**config.mk**
```make
export PLATFORM = sky130hd
export DESIGN_NAME = uart_rx
export DESIGN_NICKNAME = d
export VERILOG_FILES = /design/src/rtl/uart_pkg.sv /design/src/rtl/uart_rx_fifo.sv /design/src/rtl/uart_rx.sv
export SDC_FILE = /design/constraint.sdc
export NUM_CORES = 1
export LEC_CHECK = 0
export ABC_AREA = 1
export BUFFER_PORTS_ARGS = -buffer_cell sky130_fd_sc_hd__buf_2
export CORE_MARGIN = 4
export CORE_UTILIZATION = 58
export DETAILED_ROUTE_END_ITERATION = 10
export HOLD_SLACK_MARGIN = 0.08
export PLACE_DENSITY_LB_ADDON = 0.05
export SYNTH_ARGS = -nofsm -noshare
export SYNTH_HDL_FRONTEND = slang
export SYNTH_HIERARCHICAL = 1
export SYNTH_SLANG_ARGS = --single-unit
```
**constraint.sdc**
```tcl
create_clock -name PCLK -period 3.1 [get_ports PCLK]
set_clock_uncertainty 0.1 [all_clocks]
set_input_delay 0.155 -clock PCLK [delete_from_list [all_inputs] [get_ports PCLK]]
set_output_delay 0.155 -clock PCLK [all_outputs]
set_load 0.01 [all_outputs]
```
**src/rtl/uart_pkg.sv**
```systemverilog
// Shared types, LCR field positions and parity helpers for the UART receive path.
package uart_pkg;

  typedef enum logic [2:0] {
    IDLE,
    START,
    DATA,
    PARITY,
    STOP,
    WAIT_HIGH
  } rx_fsm_t;

  typedef struct packed {
    logic       bi;
    logic       fe;
    logic       pe;
    logic [7:0] data;
  } rx_entry_t;

  localparam int LCR_WLS_LSB = 0;
  localparam int LCR_WLS_MSB = 1;
  localparam int LCR_PEN     = 3;
  localparam int LCR_PAR_LSB = 3;
  localparam int LCR_PAR_MSB = 5;

  localparam logic [2:0] PAR_ODD    = 3'b001;
  localparam logic [2:0] PAR_EVEN   = 3'b011;
  localparam logic [2:0] PAR_STICK1 = 3'b101;
  localparam logic [2:0] PAR_STICK0 = 3'b111;

  // Parity bit the transmitter should have sent for this data and mode.
  function automatic logic expected_parity(input logic [2:0] mode, input logic [7:0] data);
    case (mode)
      PAR_ODD:    return ~^data;
      PAR_EVEN:   return ^data;
      PAR_STICK1: return 1'b1;
      PAR_STICK0: return 1'b0;
      default:    return 1'b0;
    endcase
  endfunction

endpackage

```
**src/rtl/uart_rx_fifo.sv**
```systemverilog
// Show-ahead FIFO with occupancy count; a push into a full FIFO is dropped
// and flagged unless a pop frees the slot in the same cycle.
module uart_rx_fifo #(
  parameter int WIDTH = 11,
  parameter int DEPTH = 16
) (
  input  logic                       clk,
  input  logic                       rst,
  input  logic                       i_push,
  input  logic [WIDTH-1:0]           i_data,
  input  logic                       i_pop,
  output logic [WIDTH-1:0]           o_data,
  output logic                       o_empty,
  output logic                       o_full,
  output logic [$clog2(DEPTH):0]     o_count,
  output logic                       o_overflow
);

  localparam int AW = $clog2(DEPTH);
  localparam logic [AW:0] FULL_CNT = (AW+1)'(DEPTH);

  logic [WIDTH-1:0] r_mem [DEPTH];
  logic [AW-1:0]    r_wr_ptr;
  logic [AW-1:0]    r_rd_ptr;
  logic [AW:0]      r_count;
  logic             w_push_ok;
  logic             w_pop_ok;

  assign o_empty    = (r_count == '0);
  assign o_full     = (r_count == FULL_CNT);
  assign o_count    = r_count;
  assign w_pop_ok   = i_pop && !o_empty;
  assign w_push_ok  = i_push && (!o_full || i_pop);
  assign o_overflow = i_push && o_full && !i_pop;
  assign o_data     = o_empty ? '0 : r_mem[r_rd_ptr];

  // NOTE: storage has no reset; the output is forced to zero while empty, so
  // stale contents are never visible and the array maps onto plain RAM.
  always_ff @(posedge clk) begin
    if (w_push_ok) r_mem[r_wr_ptr] <= i_data;
  end

  // NOTE: all state updates use <= so every flop samples pre-edge values.
  always_ff @(posedge clk or posedge rst) begin
    if (rst) begin
      r_wr_ptr <= '0;
      r_rd_ptr <= '0;
      r_count  <= '0;
    end else begin
      if (w_push_ok) r_wr_ptr <= r_wr_ptr + 1'b1;
      if (w_pop_ok)  r_rd_ptr <= r_rd_ptr + 1'b1;
      case ({w_push_ok, w_pop_ok})
        2'b10:   r_count <= r_count + 1'b1;
        2'b01:   r_count <= r_count - 1'b1;
        default: ;
      endcase
    end
  end

endmodule

```
**src/rtl/uart_rx.sv**
```systemverilog
// UART receive engine: synchronises RXD, oversamples at 16x, deserialises
// LCR-formatted frames and queues each character with its error flags.
module uart_rx
  import uart_pkg::*;
#(
  parameter int FIFO_DEPTH  = 16,
  parameter int SYNC_STAGES = 2
) (
  input  logic                          PCLK,
  input  logic                          PRESET,
  input  logic                          RXD,
  input  logic                          enable,
  input  logic [7:0]                    LCR,
  input  logic                          rx_fifo_pop,
  output logic [10:0]                   rx_fifo_out,
  output logic                          rx_fifo_empty,
  output logic                          rx_fifo_full,
  output logic [$clog2(FIFO_DEPTH):0]   rx_fifo_count,
  output logic                          overrun,
  input  logic                          overrun_clr,
  output logic                          busy
);

  logic [SYNC_STAGES-1:0] r_sync;
  rx_fsm_t                r_state;
  rx_fsm_t                w_state_nxt;
  logic [3:0]             r_bit_cnt;
  logic [2:0]             r_bit_idx;
  logic [7:0]             r_shift;
  logic                   r_par_bit;
  logic                   r_overrun;
  logic                   w_rxd_s;
  logic                   w_sample;
  logic                   w_bit_end;
  logic                   w_last_bit;
  logic                   w_start;
  logic                   w_false_start;
  logic                   w_push;
  logic                   w_overflow;
  logic                   w_par_en;
  rx_entry_t              w_entry;
  logic                   w_unused;

  assign w_rxd_s    = r_sync[SYNC_STAGES-1];
  assign w_sample   = enable && (r_bit_cnt == 4'd7);
  assign w_bit_end  = enable && (r_bit_cnt == 4'd15);
  assign w_last_bit = (r_bit_idx == ({1'b0, LCR[LCR_WLS_MSB:LCR_WLS_LSB]} + 3'd4));
  assign w_par_en   = LCR[LCR_PEN];
  assign busy       = (r_state != IDLE);
  assign overrun    = r_overrun;
  assign w_unused   = ^{LCR[7:6], LCR[2]};

  // Break needs a zero parity bit as well as zero data, since a held-low line
  // reads every bit as 0.
  assign w_entry.data = r_shift;
  assign w_entry.fe   = !w_rxd_s;
  assign w_entry.pe   = w_par_en &&
                        (r_par_bit != expected_parity(LCR[LCR_PAR_MSB:LCR_PAR_LSB], r_shift));
  assign w_entry.bi   = !w_rxd_s && (r_shift == 8'h00) && (!r_par_bit || !w_par_en);

  always_ff @(posedge PCLK or posedge PRESET) begin
    if (PRESET) r_sync <= '1;
    else        r_sync <= {r_sync[SYNC_STAGES-2:0], RXD};
  end

  // NOTE: every output of this block gets a default first, so no path can
  // leave one unassigned and infer a latch.
  always_comb begin
    w_state_nxt   = r_state;
    w_start       = 1'b0;
    w_false_start = 1'b0;
    w_push        = 1'b0;
    case (r_state)
      IDLE: begin
        if (enable && !w_rxd_s) begin
          w_state_nxt = START;
          w_start     = 1'b1;
        end
      end
      START: begin
        if (w_sample && w_rxd_s) begin
          w_state_nxt   = IDLE;
          w_false_start = 1'b1;
        end else if (w_bit_end) begin
          w_state_nxt = DATA;
        end
      end
      DATA: begin
        if (w_bit_end && w_last_bit) w_state_nxt = w_par_en ? PARITY : STOP;
      end
      PARITY: begin
        if (w_bit_end) w_state_nxt = STOP;
      end
      STOP: begin
        // Leaving at mid-stop leaves half a bit to catch the next start edge.
        if (w_sample) begin
          w_push      = 1'b1;
          w_state_nxt = w_rxd_s ? IDLE : WAIT_HIGH;
        end
      end
      WAIT_HIGH: begin
        if (w_rxd_s) w_state_nxt = IDLE;
      end
      default: w_state_nxt = IDLE;
    endcase
  end

  always_ff @(posedge PCLK or posedge PRESET) begin
    if (PRESET) begin
      r_state   <= IDLE;
      r_bit_cnt <= '0;
      r_bit_idx <= '0;
      r_shift   <= '0;
      r_par_bit <= 1'b0;
      r_overrun <= 1'b0;
    end else begin
      r_state <= w_state_nxt;
      if (w_start || w_false_start) r_bit_cnt <= '0;
      else if (enable)              r_bit_cnt <= r_bit_cnt + 1'b1;
      // Clearing at frame start leaves bits above the word length at zero.
      if (w_start) begin
        r_shift   <= '0;
        r_bit_idx <= '0;
        r_par_bit <= 1'b0;
      end
      if (r_state == DATA) begin
        if (w_sample)                 r_shift[r_bit_idx] <= w_rxd_s;
        if (w_bit_end && !w_last_bit) r_bit_idx <= r_bit_idx + 1'b1;
      end
      if (r_state == PARITY && w_sample) r_par_bit <= w_rxd_s;
      if (w_overflow)       r_overrun <= 1'b1;
      else if (overrun_clr) r_overrun <= 1'b0;
    end
  end

  uart_rx_fifo #(
    .WIDTH ($bits(rx_entry_t)),
    .DEPTH (FIFO_DEPTH)
  ) u_fifo (
    .clk        (PCLK),
    .rst        (PRESET),
    .i_push     (w_push),
    .i_data     (w_entry),
    .i_pop      (rx_fifo_pop),
    .o_data     (rx_fifo_out),
    .o_empty    (rx_fifo_empty),
    .o_full     (rx_fifo_full),
    .o_count    (rx_fifo_count),
    .o_overflow (w_overflow)
  );

endmodule

```
Word-level counts from Yosys, hierarchy flattened. Memory sizes are Yosys's and may differ from the RTL's. Index checks and enable logic that the tools add are counted.

Reduce and logical (&&, ||, !) cells: 36. Muxes and demuxes: 36. Order comparisons: 2. $add $sub $neg: 7. Eq/ne operators: 21.

Operators with widths (number): 2-to-1 mux 3 bit (12); 2-to-1 mux 8 bit (3); case mux 3 bit (6 select lines) (1); logical AND 1 bit (15); 2-to-1 mux 1 bit (13); adder 4 x 1 -> 4 bit, second input constant (3); 2-to-1 mux 11 bit (1); != test 2 bit, second input constant (5); case mux 5 bit (2 select lines) (1); equality test 3 x 2 -> 1 bit, second input constant (3); equality test 3 bit, second input constant (3); bitwise mux 8 bit (1); zero test 8 bit (1); 2-to-1 mux 4 bit (2); nonzero test 2 bit (4); XNOR reduction 8 bit (1); parity 8 bit (1); zero test 1 bit (7); equality test 3 x 1 -> 1 bit, second input constant (2); AND reduction 6 bit (1); adder 5 x 1 -> 5 bit, second input constant (1); equality test 5 bit, second input constant (1); zero test 5 bit (1); subtractor 5 x 1 -> 5 bit, second input constant (1); other kinds (16) (18).

Memories kept: 1. Bits in writable memories: 176. Register bits: 35. Bits of input ports: 14. Logic and storage cells: 113. Output and inout port bits: 20.

Memory list: u_fifo.r_mem (words 16, width 11, read ports 1, clocked after memory_dff 0, wr ports 1, line uart_rx_fifo.sv:22) `logic [WIDTH-1:0] r_mem [DEPTH];`.

Logic depth before layout (Yosys ltp).
Word-level depth: 8. Mapped depth: 15. Mapped depth without buffers: 15.

Cells and area by module. Netlist, hierarchy kept.

By module, submodules not included: uart_rx_fifo (cells an instance 700, area an instance 8013.9 µm², instances 1); uart_rx (cells an instance 177, area an instance 1410.1 µm², instances 1).

Worst setup path before layout. No wires, ideal clock.

Path kind: reg2reg. Start point: reg r_bit_cnt[0]. End point: reg u_fifo.r_count[4] (netlist: u_fifo/o_count[4]). Slack: 0.654 ns. Cell stages (with the launch flop): 15. Buffers on the path: 0. Period minus slack after synthesis: 2.446 ns. Library setup time: 0.117 ns. Arrival time: 2.229 ns. Required time: 2.883 ns. Cells stage by stage: dfrtp_1 ha_1 nand3_4 nor2_8 inv_1 nor2_1 nand2_2 ha_1 xor2_1 ha_1 a21o_1 nand3_1 nand3_1 nand3_1 nand2_1.

Word-level cells in the longest chain between the ends: 7. Elaborated cells between the ends (all ways): 9. Those cells by class: eq/ne (3); mux (3); reduce/logical (3).

RTL lines: start, declared (line uart_rx.sv:27) `logic [3:0] r_bit_cnt;`; start signal, assigned (line uart_rx.sv:119) `else if (enable) r_bit_cnt <= r_bit_cnt + 1'b1;`; equality test 4 x 3 -> 1 bit (*) (line uart_rx.sv:45) `assign w_sample = enable && (r_bit_cnt == 4'd7);`; logical AND 1 bit (*) (line uart_rx.sv:45); 2-to-1 mux 1 bit (*) (line uart_rx.sv:96) `if (w_sample) begin`; 2-to-1 mux 1 bit (*) (line uart_rx.sv:73) `case (r_state)`; net w_push (line uart_rx.sv:38) `logic w_push;`; logical AND 1 bit (*) (line uart_rx_fifo.sv:33) `assign w_push_ok = i_push && (!o_full || i_pop);`; equality test 2 x 1 -> 1 bit or equality test 2 bit (tied branches) (line uart_rx_fifo.sv:52) `case ({w_push_ok, w_pop_ok})`; case mux 5 bit (2 select lines) or nonzero test 2 bit (tied branches); end signal, assigned (line uart_rx_fifo.sv:53) `2'b10: r_count <= r_count + 1'b1;`; end signal, assigned (line uart_rx_fifo.sv:54) `2'b01: r_count <= r_count - 1'b1;`; end, declared (line uart_rx_fifo.sv:25) `logic [AW:0] r_count;`.

The timed path passes the listed nets; every way through them passes the cells marked *. A chain may end at the register's enable or synchronous reset.

Worst setup path after layout.
Start point: reg u_fifo.r_rd_ptr[0]. End point: out rx_fifo_out[0].

Word-level cells in the longest chain between the ends: 2.

RTL lines: start, declared (line uart_rx_fifo.sv:24) `logic [AW-1:0] r_rd_ptr;`; start signal, assigned (line uart_rx_fifo.sv:51) `if (w_pop_ok) r_rd_ptr <= r_rd_ptr + 1'b1;`; memory read (16 x 11 bit); 2-to-1 mux 11 bit (line uart_rx_fifo.sv:35) `assign o_data = o_empty ? '0 : r_mem[r_rd_ptr];`; end, declared (line uart_rx.sv:15) `output logic [10:0] rx_fifo_out,`.

No other way between the ends.

==> run_results.csv <==
group,metric,value,unit
timing,hold-worst-slack,0.129,ns
route,routed_wl,21400,microns
flow_run,maxCapViolations,0,
synth,seq_area_frac_synth,65.4,%
route,first_pass_iters,5,
timing,slew_headroom,38.6,%
pwr,pwr-share-comb,35.1,%
route,routed_via_density,5.56,
worst_setup_path,cp-start-kind,"register",
placement,port-buffer-count,30,
worst_setup_path,path_class,"register to output pin",
synth,synthMostInstantiatedCell,"nand2_1",
worst_hold_path,holdCritStartpoint,"LCR[0]",
route,drtIter0Drc,517,
global_route,antenna_found_initial,0,
worst_setup_path,critPathMaxStageDelay,0.70,ns
route,drt_drc_violations_left,0,
timing,fin_setup_tns,0,ns
timing,tightest_slew,0.920,ns
clock_tree,clk-insertion-delay-late,0.51,ns
synth,yosys.area.top_type,"edfxtp_1",
worst_setup_path,worstPathArrival,2.59,ns
clock_tree,cts_setup_buffers,0,
worst_setup_path,crit_top_cell,"nand2_1",
placement,placed_area,0.00985,sq mm
pwr,seqPwrFrac,38.3,%
floorplanning,die_height,135,microns
worst_setup_path,critPathSlowestCell,"dfrtp_2",
timing,hold_viol,0,
pwr,ir_worst_vdd,0.000565,V
finish,drive_above_1_share,14.4,%
global_route,grt_start_max_net_pins,90,
timing,rsz0062_at_grt,"false",
floorplanning,ios,34,
global_route,grt_pass1_wl,33600,microns
synth,syn_area,0.00942,sq mm
pwr,pwr-share-clk,26.6,%
run_status,status,"complete, no violations",
synth,synth_warnings,6,
worst_setup_path,rr_endpoint,"u_fifo/o_count[4]",
pwr,p_leak,4.28,nW
clock_tree,clockBufferDepth,3,
clock_tree,cts_buffers,22,
synth,synthDistinctLibCells,42,
finish,multi_input_area,0.00285,sq mm
pwr,internal_power,5.64,mW
timing,period_share,91.8,%
finish,n_fill_cell,1263,
worst_setup_path,crit_fanout,44,
clock_tree,cts_resized,0,
worst_setup_path,cp.required,2.84,ns
route,antenna_left,0,
timing,slew_viol_final,0,
route,vias,6473,
synth,synthCells,877,
floorplanning,fp.dieArea,0.0184,sq mm
finish,finalNetCount,962,
worst_setup_path,worst_setup_path_end_kind,"output pin",
timing,max_freq,351,MHz
synth,synth-edff-count,176,
clock_tree,hold_buffers,8,
floorplanning,start_util,59.3,%
worst_setup_path,critical_path.cell_chain,"buf_4 > nand2_1 > nand3_1 > nand3_1 > nand2_1 > nand2_1 > a21oi_1 > buf_2",
floorplanning,die_w,135,microns
clock_tree,root_buffer,"clkbuf_16",
route,wl_per_cell,18.4,microns
synth,synthesis.nets,906,
timing,min_period,2.85,ns
synth,ys_seq_elements,211,
finish,num_antenna_cells,0,
synth,async_reset_ff_share,16.6,%
pwr,p_sw_share,37.7,%
floorplanning,core.rowCount,46,
clock_tree,clk_pin_slew_worst_paths,0.06,ns
global_route,grt_overflow,0,
clock_tree,cts_sinks,211,
floorplanning,core_region_area,0.0159,sq mm
synth,synth.area.top_cells,"edfxtp_1 56%, nand2_1 11%, dfrtp_1 8.8%, nand3_1 8.3%, ha_1 2.0%",
placement,hpwlAfterDp,13000,microns
worst_setup_path,reg2regPathDepth,14,
synth,ys_top_cells_by_count,"273 x nand2_1, 176 x edfxtp_1, 157 x nand3_1",
worst_setup_path,r2r-start,"r_bit_cnt[1]",
worst_hold_path,min_to,"r_bit_idx[1]",
worst_setup_path,cp_num_buf_inv,2,
worst_hold_path,whs_path_depth,6,
synth,synthFlopType,"edfxtp_1",
synth,synth.avg_cell_area,10.7,sq um
worst_setup_path,crit_family,"flip-flops",
global_route,grt_pass1_vias,6269,
finish,final_cell_area,0.0106,sq mm
synth,netlist.area_leader.share,56.1,%
pwr,switchingPower,3.41,mW
global_route,track_usage,23.7,%
clock_tree,htreeDepth,1,
finish,area_growth_syn_to_layout,12.4,%
pwr,p_per_area,855,mW/mm^2
worst_hold_path,holdCritPathClass,"primary input to register",
clock_tree,cts_tree,"built",
placement,gp_congestion,0.817,
finish,regArea,0.00616,sq mm
timing,finalSetupViolCount,0,
worst_setup_path,rrSetupSlack,0.26,ns
finish,post-route-util,66.7,%
tightest hold or removal path: cells and delay by family:
kind | cells | cell delay (ns)
compound gates | 1 | 0.08
buf+inv | 1 | 0.09
simple gates | 4 | 0.37
layout by cell type (no fill, tap or decap), drive strengths merged, types with 5 or more instances in the layout:
| cell | count |
|---|---|
| edfxtp | 176 |
| xnor2 | 5 |
| a21oi | 18 |
| o21ai | 19 |
| nand3 | 159 |
| clkbuf | 32 |
| inv | 45 |
| clkinv | 6 |
| ha | 15 |
| dfrtp | 33 |
| nand2 | 286 |
| nor2 | 51 |
| xor2 | 9 |
| buf | 62 |
| nand4 | 8 |
| dlygate4sd3 | 8 |
per-layer routing:
layer	GRT usage, %	up-vias	part of all wire (%)	wire length, microns
li1	-	3114	-	-
met1	33.0	3107	41	8770
met2	40.4	223	51	10800
met3	3.31	29	7.0	1490
met4	5.21	0	1.4	299
met5	0	-	0	0
power by group through the flow:
| stage | Sequential, mW | Clock, mW | Combinational, mW |
|---|---|---|---|
| after global routing | 3.50 | 2.56 | 3.52 |
| after floorplan | 3.47 | 0 | 2.37 |
| after CTS | 3.47 | 2.44 | 3.18 |
| after global placement | 3.51 | 0 | 3.06 |
| final | 3.47 | 2.41 | 3.18 |
| after detailed placement | 3.52 | 0 | 3.16 |
state kept, by name, indices dropped and copies added, names as in the netlist:
register,cells
overrun,1
r_bit_cnt,4
r_bit_idx,3
r_par_bit,1
r_shift,8
r_state,3
r_sync,2
u_fifo/o_count,5
u_fifo/r_mem,176
u_fifo/r_rd_ptr,4
u_fifo/r_wr_ptr,4
logic make-up (layout without fill, tap and decap cells):
kind of cell               after synthesis  count (layout)  synth area share, %
xor gates and xnor gates                14              14                 1.30
AOI/OAI and AO/OA                       42              42                 2.76
DFF                                    211             211                 65.4
muxes                                    1               1                0.106
adders and majority gates               15              15                 1.99
and+or+nand+nor                        511             511                 24.0
buffers and inverters                   83             155                 4.39
cell type report:
type,instances,share of cell area (%)
multi-input cells,583,26.9
inverters,45,1.69
clock inverters,8,0.496
well taps,216,2.55
clock buffers,32,5.74
repair buffers,70,4.44
flip-flops and latches,211,58.2
metrics by stage:
step | total power, mW | setup slack, ns | std cells
final | 9.05 | 0.254 | 1165
after global routing | 9.58 | 0.00153 | 1165
after CTS | 9.09 | 0.262 | 1165
after detailed placement | 6.68 | 0.279 | 1117
after global placement | 6.57 | 0.428 | 1117
after floorplan | 5.84 | 0.654 | 877
how the worst max path moves through the flow:
stage / start / end / slack (ns) / cells after the start
6_report: u_fifo/r_rd_ptr[0] / rx_fifo_out[0] / 0.25 / 8
5_1_grt: r_bit_cnt[0] / u_fifo/o_count[4] / 0.002 / 15
4_1_cts: r_bit_cnt[1] / u_fifo/o_count[4] / 0.26 / 14
3_5_place_dp: r_bit_cnt[1] / u_fifo/o_count[4] / 0.28 / 14
3_3_place_gp: r_bit_cnt[0] / u_fifo/o_count[4] / 0.43 / 14
2_1_floorplan: r_bit_cnt[0] / u_fifo/o_count[4] / 0.65 / 14
Power figures use the tool's default switching activity.
